===== src/rtl/regfile_2r1w_if.sv =====
// Bundle of the regfile_2r1w write, read and clear signals.
// The master drives requests and the slave (the register file) returns read data and status.
interface regfile_2r1w_if #(
  parameter int DATA_W = 16,
  parameter int ADDR_W = 3
);
  logic [DATA_W-1:0] data_in;
  logic [ADDR_W-1:0] writenum;
  logic              write;
  logic [ADDR_W-1:0] readnum_a;
  logic [ADDR_W-1:0] readnum_b;
  logic              rd_en;
  logic              clr;
  logic [DATA_W-1:0] data_out_a;
  logic [DATA_W-1:0] data_out_b;
  logic              rd_valid;
  logic              busy;

  modport master (
    output data_in, writenum, write, readnum_a, readnum_b, rd_en, clr,
    input  data_out_a, data_out_b, rd_valid, busy
  );

  modport slave (
    input  data_in, writenum, write, readnum_a, readnum_b, rd_en, clr,
    output data_out_a, data_out_b, rd_valid, busy
  );
endinterface


===== src/rtl/regfile_2r1w.sv =====
// Register file with one write port, two registered write-first read ports and a clear-all engine.
// Defining REGFILE_ZERO_REG_EN hard-wires entry 0 to zero.
module regfile_2r1w #(
  parameter int                 DATA_W    = 16,
  parameter int                 DEPTH     = 8,
  parameter int                 ADDR_W    = $clog2(DEPTH),
  parameter logic [DATA_W-1:0]  RESET_VAL = '0
) (
  input  logic            clk,
  input  logic            reset,
  regfile_2r1w_if.slave   bus
);

  typedef enum logic {IDLE, CLEAR} state_e;

  localparam logic [ADDR_W-1:0] LAST_IDX = ADDR_W'(DEPTH - 1);

  state_e            state_q, state_d;
  logic [ADDR_W-1:0] cnt_q, cnt_d;
  logic              busy_q, busy_d;
  logic [DATA_W-1:0] mem_q [DEPTH];
  logic [DATA_W-1:0] mem_d [DEPTH];
  logic [DATA_W-1:0] dout_a_q, dout_a_d;
  logic [DATA_W-1:0] dout_b_q, dout_b_d;
  logic              rd_valid_q, rd_valid_d;
  logic              wr_fire;
  logic              rd_fire;

  function automatic logic in_range(logic [ADDR_W-1:0] idx);
    return int'(idx) < DEPTH;
  endfunction

  // The write that lands on the same edge wins, so a read of that index sees data_in.
  function automatic logic [DATA_W-1:0] read_entry(logic [ADDR_W-1:0] idx);
    logic [DATA_W-1:0] val;
    val = '0;
    if (in_range(idx)) begin
      if (wr_fire && idx == bus.writenum) val = bus.data_in;
      else                                val = mem_q[idx];
    end
`ifdef REGFILE_ZERO_REG_EN
    if (idx == '0) val = '0;
`endif
    return val;
  endfunction

`ifdef REGFILE_ZERO_REG_EN
  assign wr_fire = bus.write && !busy_q && !bus.clr && in_range(bus.writenum)
                   && (bus.writenum != '0);
`else
  assign wr_fire = bus.write && !busy_q && !bus.clr && in_range(bus.writenum);
`endif
  assign rd_fire = bus.rd_en && !busy_q;

  // NOTE: every variable gets its hold value first so no path through this block infers a latch.
  always_comb begin
    state_d    = state_q;
    cnt_d      = cnt_q;
    busy_d     = busy_q;
    mem_d      = mem_q;
    dout_a_d   = dout_a_q;
    dout_b_d   = dout_b_q;
    rd_valid_d = rd_fire;

    if (rd_fire) begin
      dout_a_d = read_entry(bus.readnum_a);
      dout_b_d = read_entry(bus.readnum_b);
    end

    unique case (state_q)
      IDLE: begin
        if (bus.clr) begin
          state_d = CLEAR;
          cnt_d   = '0;
          busy_d  = 1'b1;
        end
      end
      CLEAR: begin
        mem_d[cnt_q] = RESET_VAL;
        cnt_d        = cnt_q + 1'b1;
        if (cnt_q == LAST_IDX) begin
          state_d = IDLE;
          cnt_d   = '0;
          busy_d  = 1'b0;
        end
      end
      default: begin
        state_d = IDLE;
        busy_d  = 1'b0;
      end
    endcase

    // wr_fire is never set while clearing, so this cannot collide with the clear write.
    if (wr_fire) mem_d[bus.writenum] = bus.data_in;
  end

  // NOTE: sequential state uses non-blocking assignments so all flops update together at the edge.
  always_ff @(posedge clk or posedge reset) begin
    if (reset) begin
      state_q    <= IDLE;
      cnt_q      <= '0;
      busy_q     <= 1'b0;
      dout_a_q   <= '0;
      dout_b_q   <= '0;
      rd_valid_q <= 1'b0;
      // NOTE: the storage array is reset here because reset must restore every entry to RESET_VAL.
      for (int i = 0; i < DEPTH; i++) mem_q[i] <= RESET_VAL;
    end else begin
      state_q    <= state_d;
      cnt_q      <= cnt_d;
      busy_q     <= busy_d;
      dout_a_q   <= dout_a_d;
      dout_b_q   <= dout_b_d;
      rd_valid_q <= rd_valid_d;
      mem_q      <= mem_d;
    end
  end

  assign bus.data_out_a = dout_a_q;
  assign bus.data_out_b = dout_b_q;
  assign bus.rd_valid   = rd_valid_q;
  assign bus.busy       = busy_q;

endmodule


===== src/flat_wrapper.sv =====
// flat-port wrapper written by rule: the top's interface ports become plain ports
module regfile_2r1w_flat 
#(
  parameter int                 DATA_W    = 16,
  parameter int                 DEPTH     = 8,
  parameter int                 ADDR_W    = $clog2(DEPTH),
  parameter logic [DATA_W-1:0]  RESET_VAL = '0
)
  (clk, reset, bus_data_in, bus_writenum, bus_write, bus_readnum_a, bus_readnum_b, bus_rd_en, bus_clr, bus_data_out_a, bus_data_out_b, bus_rd_valid, bus_busy);
  regfile_2r1w_if #(.DATA_W(DATA_W), .ADDR_W(ADDR_W)) bus_i ();
  input  logic clk;
  input  logic reset;
  input wire logic [$bits(bus_i.data_in)-1:0] bus_data_in;
  input wire logic [$bits(bus_i.writenum)-1:0] bus_writenum;
  input wire logic [$bits(bus_i.write)-1:0] bus_write;
  input wire logic [$bits(bus_i.readnum_a)-1:0] bus_readnum_a;
  input wire logic [$bits(bus_i.readnum_b)-1:0] bus_readnum_b;
  input wire logic [$bits(bus_i.rd_en)-1:0] bus_rd_en;
  input wire logic [$bits(bus_i.clr)-1:0] bus_clr;
  output wire logic [$bits(bus_i.data_out_a)-1:0] bus_data_out_a;
  output wire logic [$bits(bus_i.data_out_b)-1:0] bus_data_out_b;
  output wire logic [$bits(bus_i.rd_valid)-1:0] bus_rd_valid;
  output wire logic [$bits(bus_i.busy)-1:0] bus_busy;
  assign bus_i.data_in = bus_data_in;
  assign bus_i.writenum = bus_writenum;
  assign bus_i.write = bus_write;
  assign bus_i.readnum_a = bus_readnum_a;
  assign bus_i.readnum_b = bus_readnum_b;
  assign bus_i.rd_en = bus_rd_en;
  assign bus_i.clr = bus_clr;
  assign bus_data_out_a = bus_i.data_out_a;
  assign bus_data_out_b = bus_i.data_out_b;
  assign bus_rd_valid = bus_i.rd_valid;
  assign bus_busy = bus_i.busy;
  regfile_2r1w #(.DATA_W(DATA_W), .DEPTH(DEPTH), .ADDR_W(ADDR_W), .RESET_VAL(RESET_VAL)) u_core (.clk(clk), .reset(reset), .bus(bus_i));
endmodule

===== config.mk =====
export PLATFORM = sky130hd
export DESIGN_NAME = regfile_2r1w_flat
export DESIGN_NICKNAME = d
export VERILOG_FILES = /design/src/rtl/regfile_2r1w_if.sv /design/src/rtl/regfile_2r1w.sv /design/src/flat_wrapper.sv
export SDC_FILE = /design/constraint.sdc
export NUM_CORES = 1
export LEC_CHECK = 0
export BUFFER_PORTS_ARGS = -buffer_cell sky130_fd_sc_hd__buf_2
export CAP_MARGIN = 25
export CORE_UTILIZATION = 61
export DETAILED_ROUTE_END_ITERATION = 10
export PLACE_DENSITY = 0.89
export SYNTH_ARGS = -nofsm -noshare
export SYNTH_HDL_FRONTEND = slang
export SYNTH_SLANG_ARGS = --single-unit
export TNS_END_PERCENT = 10

===== constraint.sdc =====
create_clock -name clk -period 6.8 [get_ports clk]
set_input_delay 1.36 -clock clk [delete_from_list [all_inputs] [get_ports clk]]
set_output_delay 1.36 -clock clk [all_outputs]
set_load 0.05 [all_outputs]

[After elaboration in Yosys (flattened, before gate mapping)]
Index checks and enable logic that the tools add are counted.
Word-level totals
  bits in registers: 166
  bits of input ports: 30
Operators by class
  add/subtract/negate cells: 1
  order comparisons: 6
  equal/unequal tests: 5
  mux-type cells: 24
  bitwise operators: 7
  reductions and logical operators: 10
Operators by type and width (count)
  two-way mux 128 bit: 2
  bitwise AND 128 bit: 1
  bitwise mux 128 bit: 1
  two-way mux 16 bit: 8
  NOT 128 bit: 1
  binary-select mux 16 bit (select 3 bit): 2
  demux 16 bit (select 3 bit): 2
  greater-or-equal comparator 4 bit (second input constant): 4
  NOT 3 -> 4 bit: 4
  < comparator 4 x 1 -> 1 bit (second input constant): 2
  logical AND 1 bit: 7
  equality test 3 bit: 2
  two-way mux 3 bit: 2
  one-hot mux 3 bit (2 select lines): 1
  two-way mux 1 bit: 4
  != test 2 bit (second input constant): 2
  one-hot mux 1 bit (2 select lines): 2
  adder 3 x 1 -> 3 bit (second input constant): 1
  equality test 3 bit (second input constant): 1
  logical NOT 1 bit: 2
  AND reduction 2 bit: 1
  NOT 1 bit: 1

[Longest topological paths before layout]
Gate-level depths: netlist of run 1.
  depth in word-level cells: 10
  mapped depth: 7
  gate-level depth less buffers: 5

[Least setup slack after synthesis of run 1]
No wires, ideal clock.
  path type: input port to flip-flop
  start: in bus_readnum_a[2]
  end: reg u_core.dout_a_q[13], in the netlist u_core.bus.data_out_a[13]
  arrival time: 2669 ps
  required time: 6674 ps
  slack: 4005 ps
  cell stages on the path: 5
  path through: clkbuf_1 buf_2 mux4_2 mux2_2 a221o_1
Between the ends
  cells in the longest elaborated chain, start to end: 5
Ends and longest elaborated chain
  start, declared: line flat_wrapper.sv:16  | input wire logic [$bits(bus_i.readnum_a)-1:0] bus_readnum_a;
  NOT 3 -> 4 bit (implied by the code): line regfile_2r1w.sv:39  | else val = mem_q[idx];
  binary-select mux 16 bit (select 3 bit): line regfile_2r1w.sv:39
  two-way mux 16 bit (implied by the code) (2 in series): line regfile_2r1w.sv:39
  two-way mux 16 bit *: line regfile_2r1w.sv:38  | if (wr_fire && idx == bus.writenum) val = bus.data_in;
  end signal, assigned: line regfile_2r1w.sv:112  | dout_a_q <= dout_a_d;
  end, declared: line regfile_2r1w.sv:23  | logic [DATA_W-1:0] dout_a_q, dout_a_d;
Every way passes the cells marked *; elsewhere a longest branch is shown, timed or not. The select of a mux whose other input is x is not followed.
A chain may end at the register's enable or synchronous reset.

[Final worst setup path of run 1]
  start: in bus_rd_en
  end: reg u_core.dout_b_q[11], in the netlist u_core.bus.data_out_b[11]
Between the ends
  cells in the longest elaborated chain, start to end: 1
Ends and longest elaborated chain
  start, declared: line flat_wrapper.sv:18  | input wire logic [$bits(bus_i.rd_en)-1:0] bus_rd_en;
  logical AND 1 bit: line regfile_2r1w.sv:53  | assign rd_fire = bus.rd_en && !busy_q;
  end signal, assigned: line regfile_2r1w.sv:113  | dout_b_q <= dout_b_d;
  end, declared: line regfile_2r1w.sv:24  | logic [DATA_W-1:0] dout_b_q, dout_b_d;
No other way between the ends.

==> flow_summary.json, run 1 <==
{
  "post-place-ws_ns": 2.78,
  "fp.dieArea_um2": 14600,
  "clkLatencyLatePin_ns": 0.44,
  "placementRows": 43,
  "critPathMaxFanout": 22,
  "drtAntennaViolNets": 0,
  "syn_to_final_growth_pct": 10.7,
  "setup_viol": 0,
  "worst_hold_path_type": "reg -> reg",
  "nNetsFinal": 881,
  "path_class": "in -> reg",
  "cts.sinks": 166,
  "ctsResizeCount": 0,
  "synth_cell_type_count": 35,
  "r2r-start": "u_core.bus.busy",
  "cts_hold_buffers": 0,
  "fp.coreArea_um2": 13800,
  "synth_seq_cells": 166,
  "start_kind": "input pin",
  "netlist_instances": 834,
  "cts_buffer_depth": 2,
  "synth_area_um2": 8610,
  "antenna_found_initial": 1,
  "gp_congestion": 0.836,
  "drive_above_1_share_pct": 19.2,
  "drc": 0,
  "crit_chain": "buf_2, nand2_1, inv_1, nand2_1, o21ai_0",
  "hold_start": "u_core.bus.data_out_a[13]",
  "cts_root_buf": "clkbuf_16",
  "report.final.hold_viol_count": 0,
  "post_cts_buffers": 0,
  "syn_nets": 866,
  "grtUsageTotal_pct": 39.6,
  "required_ns": 7.15,
  "cp.depth": 5,
  "synthFlopType": "dfrtp_1",
  "power.density_nw_per_um2": 423,
  "grt_pass1_vias": 7662,
  "r2r_slack_ns": 3.71,
  "ys_seq_area_share_pct": 48.2,
  "maxCapViolCount": 0,
  "cp-end-kind": "flip-flop",
  "critPathBufInv": 2,
  "htree_levels": 4,
  "min_to": "u_core.bus.data_out_a[13]",
  "fin_skew_ns": 0.0119,
  "r2r_end": "u_core.bus.data_out_b[11]",
  "slowest_delay_ns": 0.94,
  "ir_worst_vdd_mv": 0.228,
  "leakage_nw": 4.47,
  "fillCellCount": 898,
  "fin_setup_tns_ns": 0,
  "crit_family": "simple AND/OR/NAND/NOR gates",
  "gr-total-overflow": 0,
  "final_max_slew_viol_count": 0,
  "drt-total-wl_mm": 27.1,
  "cts_tree": "done",
  "min_period_ns": 3.50,
  "maxSlewHeadroom_pct": 25.1,
  "cp_slowest_cell": "inv_1",
  "start_util_pct": 62.3,
  "synth_warnings": 0,
  "critical_path.most_common_cell": "nand2_1",
  "crit_arrival_ns": 3.85,
  "power.total_mw": 4.03,
  "diodes": 0,
  "grt_pass1_wl_mm": 42.1,
  "async_flop_share_pct": 100,
  "port_buffers": 63,
  "worstHoldPathCells": 1,
  "clk_pin_slew_worst_paths_ns": 0.06,
  "rsz0062_at_grt": "false",
  "drt_iter0_drc": 1186,
  "dp_hpwl_mm": 15.6,
  "grt_max_degree": 99,
  "worst_slew_pin_slew_ns": 1.12,
  "r2r.worst_path.cells": 5,
  "dr.pass1.iters": 6,
  "vias": 7567,
  "period_share_pct": 51.5,
  "numCtsBuffers": 17,
  "synth_edf_count": 0,
  "fmax_mhz": 286,
  "io-pin-count": 64,
  "status": "complete, no violations",
  "fp.dieH_um": 121,
  "syn_area_per_cell_um2": 10.3,
  "die_w_um": 121,
  "worst_slack_ns": 3.30,
  "viasPerCell": 7.28,
  "wire_per_inst_um": 26.1
}
[flip-flops by register name, indices dropped and copies added (netlist names)]
signal / count
u_core.bus.busy: 1
u_core.bus.data_out_a: 16
u_core.bus.data_out_b: 16
u_core.bus.rd_valid: 1
u_core.cnt_q: 3
u_core.mem_q: 128
u_core.state_q: 1
[cell usage after synthesis (all sizes together), types with 2 or more instances]
cell	instances	area, um^2
inv	9	33.8
a22oi	9	67.6
xnor2	4	35.0
mux4	64	1470
dfrtp	166	4150
ha	2	25.0
o22ai	20	125
o21ai	79	395
and3	6	37.5
nor2	9	33.8
nor3	2	10.0
nand4	3	18.8
mux2i	28	280
clkbuf	52	195
buf	24	140
a221o	4	40.0
a21oi	20	100
mux2	4	45.0
nand2	225	845
nand3	89	445
xor2	2	17.5
nor2b	5	31.3
[final cells by class]
cell class / instances / area, um^2 / area share, %
Sequential cell: 166 / 4150 / 43.6
Clock buffer: 19 / 433 / 4.54
Inverter: 9 / 38.8 / 0.407
Clock inverter: 11 / 183 / 1.92
Tap cell: 180 / 225 / 2.36
Multi-Input combinational cell: 583 / 4100 / 43.0
Timing Repair Buffer: 72 / 404 / 4.24
[worst max path at each step]
stage / start / end / slack (ns)
3_3_place_gp: bus_clr / u_core.mem_q[69] / 3.01
4_1_cts: bus_clr / u_core.mem_q[67] / 3.10
2_1_floorplan: reset / u_core.bus.busy / 0.95
5_1_grt: bus_rd_en / u_core.bus.data_out_b[3] / 3.25
3_5_place_dp: bus_clr / u_core.mem_q[67] / 2.78
6_report: bus_rd_en / u_core.bus.data_out_b[11] / 3.30
[placed cells by master, fill, tap and decap left out, types with 2 or more instances in the layout]
cell	synthesis	final
nor2b_1	5	5
dfrtp_1	166	166
ha_1	2	2
mux4_2	57	57
nand2_1	225	225
a221o_1	4	4
and3_1	6	6
xnor2_1	4	4
inv_1	9	8
nand4_1	3	3
nand3_1	89	89
clkbuf_16	0	18
buf_2	21	63
bufinv_16	0	5
nor3_2	0	2
mux4_1	6	6
clkinv_2	0	5
mux2_2	4	4
o21ai_0	79	79
xor2_1	2	2
clkbuf_1	52	2
a21oi_1	20	20
a22oi_1	9	9
o22ai_1	20	20
buf_4	0	6
nor2_1	9	9
mux2i_1	28	28
[stage by stage]
stage	hold WS [ns]	instance area (um^2)	instances	util, %
floorplan	0.476	8610	834	-
global placement	0.492	8870	1007	64.2
detailed placement	0.498	8890	1008	64.3
CTS	0.511	9500	1038	68.7
global route	0.524	9530	1040	69.0
finish	0.517	9530	1040	69.0
[logic make-up (layout without fill, tap and decap cells)]
| family | after synthesis | count (layout) | synth area share [%] |
|---|---|---|---|
| AND/OR/NAND/NOR | 345 | 345 | 17.1 |
| flip-flops | 166 | 166 | 48.2 |
| AO/OA/AOI/OAI | 134 | 134 | 8.63 |
| multiplexers | 96 | 96 | 20.8 |
| buffers and inverters | 85 | 111 | 4.29 |
| XOR/XNOR | 6 | 6 | 0.610 |
| adder cells (fa/ha/maj) | 2 | 2 | 0.291 |
[metal layers]
| layer | share of wire (%) | vias to the layer above | global-route usage, % |
|---|---|---|---|
| met5 | 0 | - | 0 |
| met4 | 6.4 | 0 | 27.1 |
| met3 | 12 | 172 | 10.3 |
| met2 | 46 | 702 | 59.8 |
| met1 | 35 | 3695 | 50.3 |
| li1 | - | 2998 | - |
[report_power, final]
part	internal [mW]	switching (mW)
sequential	1.31	0.279
combinational	0.459	0.944
clock	0.643	0.397
total	2.41	1.62
No activity file was read; power rests on OpenSTA's default activity.
==> inputs of run 2 (changes only) <==
==> constraint.sdc (replaced) <==
create_clock -name clk -period 3.6 [get_ports clk]
set_input_delay 0.72 -clock clk [delete_from_list [all_inputs] [get_ports clk]]
set_output_delay 0.72 -clock clk [all_outputs]
set_load 0.05 [all_outputs]
==> flow_summary.json, run 2 (synthesized netlist as in run 1, its figures left out) <==
{
  "status": "complete, no violations",
  "path_class": "in -> reg",
  "nNetsFinal": 890,
  "required_ns": 3.91,
  "start_kind": "input pin",
  "leakage_nw": 4.47,
  "cts_buffer_depth": 2,
  "place_area_um2": 8980,
  "drt-total-wl_mm": 26.1,
  "grt_pass1_wl_mm": 40.5,
  "diodes": 0,
  "crit_arrival_ns": 2.70,
  "min_period_ns": 2.39,
  "rsz0062_at_grt": "false",
  "die_w_um": 121,
  "worst_slew_pin_slew_ns": 1.10,
  "grt_pass1_vias": 7557,
  "report.final.hold_viol_count": 0,
  "grtUsageTotal_pct": 38.1,
  "final_max_slew_viol_count": 0,
  "finalNonFillerCells": 1051,
  "gr-total-overflow": 0,
  "placedCellCount": 1019,
  "design_area_um2": 9550,
  "placementRows": 43,
  "setup_viol": 0,
  "port_buffers": 63,
  "start_util_pct": 62.3,
  "vias": 7440,
  "critPathMaxFanout": 17,
  "max_flop_register": "u_core.mem_q",
  "maxCapViolCount": 0,
  "io-pin-count": 64,
  "cts_tree": "done",
  "gp_congestion": 0.852,
  "drc": 0,
  "largest_reg_flops": 128,
  "drt_iter0_drc": 1214,
  "drive_above_1_share_pct": 20.1,
  "maxSlewHeadroom_pct": 26.5,
  "ir_worst_vdd_mv": 0.361,
  "numCtsBuffers": 17,
  "cts_hold_buffers": 0,
  "power.total_mw": 7.36,
  "cp-end-kind": "flip-flop",
  "period_share_pct": 66.3,
  "viasPerCell": 7.08,
  "r2r.worst_path.cells": 6,
  "power.density_nw_per_um2": 771,
  "grt_max_degree": 105,
  "dp_hpwl_mm": 15.8,
  "final_common_cell": "nand2_1",
  "htree_levels": 4,
  "cts_root_buf": "clkbuf_16",
  "drtAntennaViolNets": 0,
  "fp.dieH_um": 121,
  "fin_setup_tns_ns": 0,
  "dr.pass1.iters": 5,
  "post_cts_buffers": 0,
  "worst_hold_path_type": "in -> async",
  "cts.sinks": 166,
  "post-place-ws_ns": 0.820,
  "fin_skew_ns": 0.00701,
  "wire_per_inst_um": 24.8,
  "fp.coreArea_um2": 13800,
  "fp.dieArea_um2": 14600,
  "worst_slack_ns": 1.21,
  "clkLatencyLatePin_ns": 0.44,
  "clk_pin_slew_worst_paths_ns": 0.06,
  "fmax_mhz": 419,
  "antenna_found_initial": 0,
  "syn_to_final_growth_pct": 10.9,
  "ctsResizeCount": 0,
  "final_cell_mix": "nand2_1, dfrtp_1, nand3_1"
}
run 2: cell types whose count changed in the layout (fill, tap and decap cells not counted), sizes merged:
cell	before	now
clkinvlp	1	5
buf	70	81
clkbuf	21	25
inv	9	8
bufinv	5	1
clkinv	5	2
run 2: final timing paths:
kind / from / end / slack [ns]
worst max-delay path: bus_readnum_a[0] / u_core.bus.data_out_a[10] / 1.21
worst min-delay path: reset / u_core.bus.data_out_b[3] / 0.42
worst max register to register: u_core.bus.busy / u_core.bus.data_out_b[8] / 1.27
worst min register to register: u_core.bus.data_out_b[14] / u_core.bus.data_out_b[14] / 0.52
max in group asynchronous: reset / u_core.mem_q[26] / 2.49
min in group clk: u_core.bus.data_out_b[14] / u_core.bus.data_out_b[14] / 0.52
run 2: power by group:
part | switching, mW | internal, mW
logic | 1.74 | 0.871
clock network | 0.735 | 1.02
registers | 0.522 | 2.47
total | 3.00 | 4.36
run 2: through the flow:
step | util [%] | hold slack, ns
after floorplan | - | 0.476
after global routing | 69.1 | 0.504
final | 69.1 | 0.424
after detailed placement | 65.0 | 0.507
after global placement | 65.0 | 0.494
after CTS | 69.1 | 0.480
run 2: worst max-delay path, cell delays in order:
cell     delay [ns]
buf_2          0.55
buf_4          0.47
mux4_4         0.68
mux2i_1        0.18
a21oi_1        0.09
run 2: layout make-up:
type | count | area (um^2)
Sequential cell | 166 | 4150
Tap cell | 180 | 225
Fill cell | 893 | 4280
Timing Repair Buffer | 81 | 463
Inverter | 9 | 37.5
Multi-Input combinational cell | 583 | 4100
Clock buffer | 25 | 495
Clock inverter | 7 | 70.1
run 2: layer usage:
layer	vias up	GRT usage [%]	routed length, um
met5	-	0	0
met4	0	24.5	1450
met3	153	11.1	3230
met2	664	58.0	12400
met1	3611	48.1	9040
li1	3012	-	-
